$ cat src/rtl/seg_scan_ctrl.sv
// rtl/seg_scan_ctrl.sv - multiplexed 7-segment bus scanner assembling BCD frames
// One digit is enabled at a time, allowed to settle, then sampled and decoded.
module seg_scan_ctrl #(
    parameter int NUM_DIGITS    = 4,
    parameter int SETTLE_CYCLES = 3
) (
    input  logic                    clk,
    input  logic                    rst,
    input  logic                    start,
    input  logic [6:0]              seg_in,
    output logic [NUM_DIGITS-1:0]   dig_en,
    output logic                    busy,
    output logic [4*NUM_DIGITS-1:0] bcd_out,
    output logic                    err_out,
    output logic                    valid_out,
    input  logic                    ready_in
);

    localparam int IDX_W = (NUM_DIGITS > 1) ? $clog2(NUM_DIGITS) : 1;
    localparam int CNT_W = (SETTLE_CYCLES > 1) ? $clog2(SETTLE_CYCLES) : 1;

    typedef enum logic [1:0] {
        IDLE,
        SETTLE,
        SAMPLE,
        HOLD
    } state_t;

    state_t                    state_q, state_d;
    logic [IDX_W-1:0]          idx_q, idx_d;
    logic [CNT_W-1:0]          cnt_q, cnt_d;
    logic [NUM_DIGITS-1:0]     dig_en_q, dig_en_d;
    logic [4*NUM_DIGITS-1:0]   bcd_q, bcd_d;
    logic                      err_q, err_d;
    logic                      valid_q, valid_d;
    logic                      busy_q, busy_d;

    logic [3:0]                dec_nib;
    logic                      dec_inv;

    always_comb begin
        dec_nib = 4'd0;
        dec_inv = 1'b0;
        case (seg_in)
            7'b1111110: dec_nib = 4'd0;
            7'b0110000: dec_nib = 4'd1;
            7'b1101101: dec_nib = 4'd2;
            7'b1111001: dec_nib = 4'd3;
            7'b0110011: dec_nib = 4'd4;
            7'b1011011: dec_nib = 4'd5;
            7'b1011111: dec_nib = 4'd6;
            7'b1110000: dec_nib = 4'd7;
            7'b1111111: dec_nib = 4'd8;
            7'b1111011: dec_nib = 4'd9;
            default:    dec_inv = 1'b1;
        endcase
    end

    always_comb begin
        state_d  = state_q;
        idx_d    = idx_q;
        cnt_d    = cnt_q;
        dig_en_d = dig_en_q;
        bcd_d    = bcd_q;
        err_d    = err_q;
        valid_d  = valid_q;
        case (state_q)
            IDLE: begin
                if (start) begin
                    state_d  = SETTLE;
                    idx_d    = '0;
                    cnt_d    = '0;
                    dig_en_d = NUM_DIGITS'(1);
                    bcd_d    = '0;
                    err_d    = 1'b0;
                end
            end
            SETTLE: begin
                if (cnt_q == CNT_W'(SETTLE_CYCLES - 1)) begin
                    state_d = SAMPLE;
                end else begin
                    cnt_d = cnt_q + 1'b1;
                end
            end
            SAMPLE: begin
                for (int i = 0; i < NUM_DIGITS; i++) begin
                    if (idx_q == IDX_W'(i)) begin
                        bcd_d[4*i +: 4] = dec_nib;
                    end
                end
                err_d = err_q | dec_inv;
                if (idx_q == IDX_W'(NUM_DIGITS - 1)) begin
                    state_d  = HOLD;
                    dig_en_d = '0;
                    valid_d  = 1'b1;
                end else begin
                    state_d  = SETTLE;
                    idx_d    = idx_q + 1'b1;
                    cnt_d    = '0;
                    // enable walks upward in step with idx
                    dig_en_d = dig_en_q << 1;
                end
            end
            HOLD: begin
                if (ready_in) begin
                    state_d = IDLE;
                    valid_d = 1'b0;
                end
            end
            default: state_d = IDLE;
        endcase
        busy_d = (state_d != IDLE);
    end

    always_ff @(posedge clk or posedge rst) begin
        if (rst) begin
            state_q  <= IDLE;
            idx_q    <= '0;
            cnt_q    <= '0;
            dig_en_q <= '0;
            bcd_q    <= '0;
            err_q    <= 1'b0;
            valid_q  <= 1'b0;
            busy_q   <= 1'b0;
        end else begin
            state_q  <= state_d;
            idx_q    <= idx_d;
            cnt_q    <= cnt_d;
            dig_en_q <= dig_en_d;
            bcd_q    <= bcd_d;
            err_q    <= err_d;
            valid_q  <= valid_d;
            busy_q   <= busy_d;
        end
    end

    assign dig_en    = dig_en_q;
    assign busy      = busy_q;
    assign bcd_out   = bcd_q;
    assign err_out   = err_q;
    assign valid_out = valid_q;

endmodule

$ cat config.mk
export PLATFORM = sky130hd
export DESIGN_NAME = seg_scan_ctrl
export DESIGN_NICKNAME = d
export VERILOG_FILES = /design/src/rtl/seg_scan_ctrl.sv
export SDC_FILE = /design/constraint.sdc
export NUM_CORES = 1
export LEC_CHECK = 0
export ABC_AREA = 1
export CORE_MARGIN = 2
export CORE_UTILIZATION = 30
export CTS_CLUSTER_DIAMETER = 150
export DETAILED_ROUTE_END_ITERATION = 10
export GPL_TIMING_DRIVEN = 0
export SYNTH_ARGS = -nofsm -noshare
export SYNTH_HDL_FRONTEND = slang
export SYNTH_SLANG_ARGS = --single-unit
$ cat constraint.sdc
create_clock -name clk -period 2.95 [get_ports clk]
set_clock_uncertainty 0.15 [all_clocks]
set_input_delay 0.59 -clock clk [delete_from_list [all_inputs] [get_ports clk]]
set_output_delay 0.59 -clock clk [all_outputs]
set_load 0.1 [all_outputs]
==> After elaboration in Yosys (flattened, before gate mapping) <==
Index checks and enable logic that the tools add are counted.
{ "word_totals": {"ff_bits": 29, "inputBits": 11, "out_inout_bits": 23, "word_cells": 81} }
{ "op_classes": {"add_sub_neg": 2, "n_eq_ne": 25, "mux": 27, "bitwise": 1, "reduce_logical": 15} }
{ "ops": {"columns": ["op", "n"], "rows": [
  ["equality test 7 bit, second input constant", 8],
  ["case mux 4 bit (9 select lines)", 1],
  ["case mux 16 bit (2 select lines)", 1],
  ["two-way mux 4 bit", 6],
  ["AND reduction 3 bit", 6],
  ["two-way mux 16 bit", 1],
  ["two-way mux 2 bit", 8],
  ["!= test 2 bit, second input constant", 8],
  ["equality test 7 x 6 -> 1 bit, second input constant", 2],
  ["equality test 2 bit, second input constant", 5],
  ["OR reduction 10 bit", 1],
  ["case mux 2 bit (4 select lines)", 1],
  ["case mux 4 bit (2 select lines)", 1],
  ["case mux 2 bit (3 select lines)", 1],
  ["nonzero test 2 bit", 3],
  ["adder 2 x 1 -> 2 bit, second input constant", 2],
  ["equality test 2 x 1 -> 1 bit, second input constant", 2],
  ["logical NOT 2 bit", 2],
  ["two-way mux 1 bit", 4],
  ["case mux 1 bit (2 select lines)", 2],
  ["case mux 2 bit (2 select lines)", 1],
  ["AND reduction 4 bit", 1],
  ["nonzero test 3 bit", 1],
  ["AND reduction 2 bit", 1],
  ["bitwise OR 1 bit", 1]
]} }

==> Longest topological paths before layout <==
{ "logic_depth": {"word_depth": 5, "ltp_mapped": 9} }

==> Worst setup path before layout <==
OpenSTA, ideal clock, no wires.
{ "synth_timing": {"kind": "register -> output", "startpoint": "reg dig_en_q[3], in the netlist dig_en[3]", "endpoint": "out dig_en[3]", "t_arrival_ns": 0.898, "required_ns": 2.210, "setup_slack_ns": 1.312, "path_stages_with_launch": 1, "path_buffers": 0, "cell_sequence": "dfrtp_1"} }
{ "synth_lines": {"columns": ["item", "line_no", "source"], "rows": [
  ["from (decl)", "32", "logic [NUM_DIGITS-1:0] dig_en_q, dig_en_d;"],
  ["from (signal assigned)", "129", "dig_en_q <= dig_en_d;"],
  ["to (decl)", "11", "output logic [NUM_DIGITS-1:0] dig_en,"]
]} }
No word-level cell between the ends.

==> Worst setup path in the final report <==
{ "layout_timing": {"startpoint": "reg bcd_q[6], in the netlist bcd_out[6]", "endpoint": "out bcd_out[6]"} }
{ "layout_lines": {"columns": ["item", "line_no", "source"], "rows": [
  ["from (decl)", "33", "logic [4*NUM_DIGITS-1:0] bcd_q, bcd_d;"],
  ["from (signal assigned)", "121", "bcd_q <= '0;"],
  ["from (signal assigned)", "130", "bcd_q <= bcd_d;"],
  ["to (decl)", "13", "output logic [4*NUM_DIGITS-1:0] bcd_out,"]
]} }
No word-level cell between the ends.

==> results_dict.tcl <==
set metrics [dict create \
    status "finished clean" \
    viasPerCell 4.29 \
    cp-startpoint "bcd_out[6]" \
    firstDrtPassIters 4 \
    synthDistinctLibCells 24 \
    finalInstanceArea_mm2 0.00205 \
    r2r_slack_ns 1.49 \
    drive_gt1_share_pct 14.1 \
    wire_per_inst_um 10.1 \
    hold_class "flop to flop" \
    cp-endpoint "bcd_out[6]" \
    core_area_mm2 0.00501 \
    grt_pass1_vias 1247 \
    ys_ff_latch 29 \
    cts_root_buf "clkbuf_8" \
    power.static_leakage_nw 1.04 \
    hold_violations 0 \
    clk_latency_ns 0.28 \
    wl_mm 3.09 \
    r2r-end "bcd_out[11]" \
    grt_pass1_wl_mm 5.30 \
    clock_path_buffers 2 \
    worst-path-stages 1 \
    die_y_um 75.5 \
    drt_iter0_drc 64 \
    cp-start-kind "flop" \
    area_growth_syn_to_layout_pct 33.8 \
    antenna_found_initial 0 \
    fin_crit_sh_pct 85.6 \
    fill_cells 534 \
    cts_setup_buffers 0 \
    grt_usage_pct 12.7 \
    swShare_pct 45.2 \
    worstPathRequired_ns 2.21 \
    min_period_ns 2.53 \
    synth_fp_nets 209 \
    vdd_ir_drop_max_mv 0.394 \
    fin_tns_setup_ns 0 \
    hold_buffers 0 \
    n_antenna_cell 0 \
    slew_headroom_pct 27.3 \
    fmax_mhz 396 \
    p_clk_share_pct 23.0 \
    worstPathCellList "clkdlybuf4s50_1" \
    cts_tree "built" \
    p_seq_share_pct 32.8 \
    ios 34 \
    setup_violations 0 \
    cp_max_fo 2 \
    start_util_pct 30.6 \
    final_core_util_pct 41.0 \
    syn_inst 193 \
    reg2reg_depth 7 \
    multi_input_area_um2 687 \
    drv_cap 0 \
    pwr-share-comb_pct 44.1 \
    final_antenna_net_count 0 \
    regArea_um2 726 \
    fp.dieW_um 75.5 \
    dieArea_mm2 0.00570 \
    path_clk_slew_ns 0.06 \
    switching_power_uw 707 \
    worstPathArrival_ns 1.79 \
    r2r_start "idx_q[0]" \
    syn_area_mm2 0.00153 \
    globalplace.congestion 0.805 \
    grt_max_degree 30 \
    ys_warn_count 0 \
    intPower_uw 858 \
    cts-resized-gates 0 \
    critical_path.top_delay_family "buffers and inverters" \
    fin_nets 249 \
    cts_max_level 2 \
    dpl-instance-area_mm2 0.00195 \
    numCtsBuffers 5 \
    dp_hpwl_mm 2.32 \
    vias 1304 \
    syn_area_per_cell_um2 7.95 \
    power.density_mw_per_mm2 762 \
    critPathKind "flop to output pin" \
    worstMarginPinSlew_ns 1.09 \
    rsz0062_at_grt "false" \
    gr-total-overflow 0 \
    drcViolationCount 0 \
    end_kind "output pin" \
    seq_area_frac_synth_pct 47.3 \
    rows 26 \
    crit_buf_inv 1 \
    port_buffers 33 \
    cts.sinks 29 \
    slowest_stage "clkdlybuf4s50_1" \
    drv_slew 0 \
    cp_slowest_stage_delay_ns 1.14 \
]
## kinds of logic (layout without fill, tap and decap cells)
| family | count (synthesis) | after routing | synth area share [%] |
|---|---|---|---|
| AO/OA/AOI/OAI | 20 | 20 | 8.16 |
| AND/OR/NAND/NOR | 107 | 107 | 32.5 |
| adder cells (fa/ha/maj) | 5 | 5 | 4.08 |
| flip-flops | 29 | 29 | 47.3 |
| buffers and inverters | 32 | 73 | 7.91 |
## synthesized netlist by cell type, drive strengths merged
cell type / number / area share, %
a21oi: 1 / 0.33
dfrtp: 29 / 47
inv: 30 / 7.3
ha: 5 / 4.1
nand4: 2 / 0.82
nand3: 21 / 7.2
nor3: 2 / 0.65
clkinv: 1 / 0.24
nor2: 22 / 7.0
o22ai: 2 / 0.82
a2bb2oi: 1 / 0.57
or2: 1 / 0.41
o21ai: 16 / 6.4
buf: 1 / 0.33
nand3b: 1 / 0.49
nand2: 58 / 16
## flip-flops by register name, summed over array words and instances, names as in the netlist
signal	count
bcd_out	16
dig_en	4
cnt_q	2
idx_q	2
state_q	2
busy	1
err_out	1
valid_out	1
## worst min path at each step
stage	start	end	slack (ns)	cells after the start
floorplan	cnt_q[1]	cnt_q[1]	0.32	2
global placement	bcd_out[8]	bcd_out[8]	0.31	2
detailed placement	bcd_out[0]	bcd_out[0]	0.32	2
CTS	bcd_out[0]	bcd_out[0]	0.34	2
global route	bcd_out[12]	bcd_out[12]	0.35	2
finish	bcd_out[10]	bcd_out[10]	0.34	2
## area by class of cell
type / count / area share, %
clock buffer: 7 / 4.69
clock inverter: 1 / 0.244
tap: 70 / 4.27
multi-input combinational: 132 / 33.5
sequential: 29 / 35.3
buffer: 1 / 0.244
timing repair buffer: 33 / 16.1
inverter: 31 / 5.67
## through the flow
stage	worst slack, ns	instances	hold WS (ns)	total power [mW]
2_1_floorplan	1.31	193	0.325	1.06
3_3_place_gp	0.730	296	0.313	1.21
3_5_place_dp	0.727	296	0.322	1.22
4_1_cts	0.410	304	0.339	1.59
5_1_grt	0.363	304	0.355	1.68
6_report	0.424	304	0.336	1.56
## layer usage
layer	vias up	part of all wire, %	global-route usage (%)
met5	-	0	0
met4	0	1.3	4.09
met3	6	5.5	5.69
met2	25	46	20.9
met1	589	47	14.8
li1	684	-	-
## layout by cell type, fill, tap and decap left out, types with 4 or more instances in the layout
| cell type | Yosys | routed |
|---|---|---|
| clkbuf_8 | 0 | 7 |
| clkdlybuf4s50_1 | 0 | 33 |
| dfrtp_1 | 29 | 29 |
| ha_1 | 5 | 5 |
| inv_1 | 26 | 26 |
| inv_2 | 4 | 4 |
| nand2_1 | 51 | 51 |
| nand2_2 | 5 | 5 |
| nand3_1 | 20 | 20 |
| nor2_1 | 16 | 16 |
| nor2_2 | 4 | 4 |
| o21ai_0 | 6 | 6 |
| o21ai_1 | 5 | 5 |
| o21ai_2 | 5 | 5 |
## power by group through the flow
stage	clock (mW)	sequential, mW	combinational, mW
floorplan	0	0.788	0.270
global placement	0	0.521	0.689
detailed placement	0	0.521	0.696
CTS	0.377	0.515	0.699
global route	0.395	0.522	0.759
finish	0.361	0.514	0.691
Note: power is estimated with default switching activity, not from simulation.
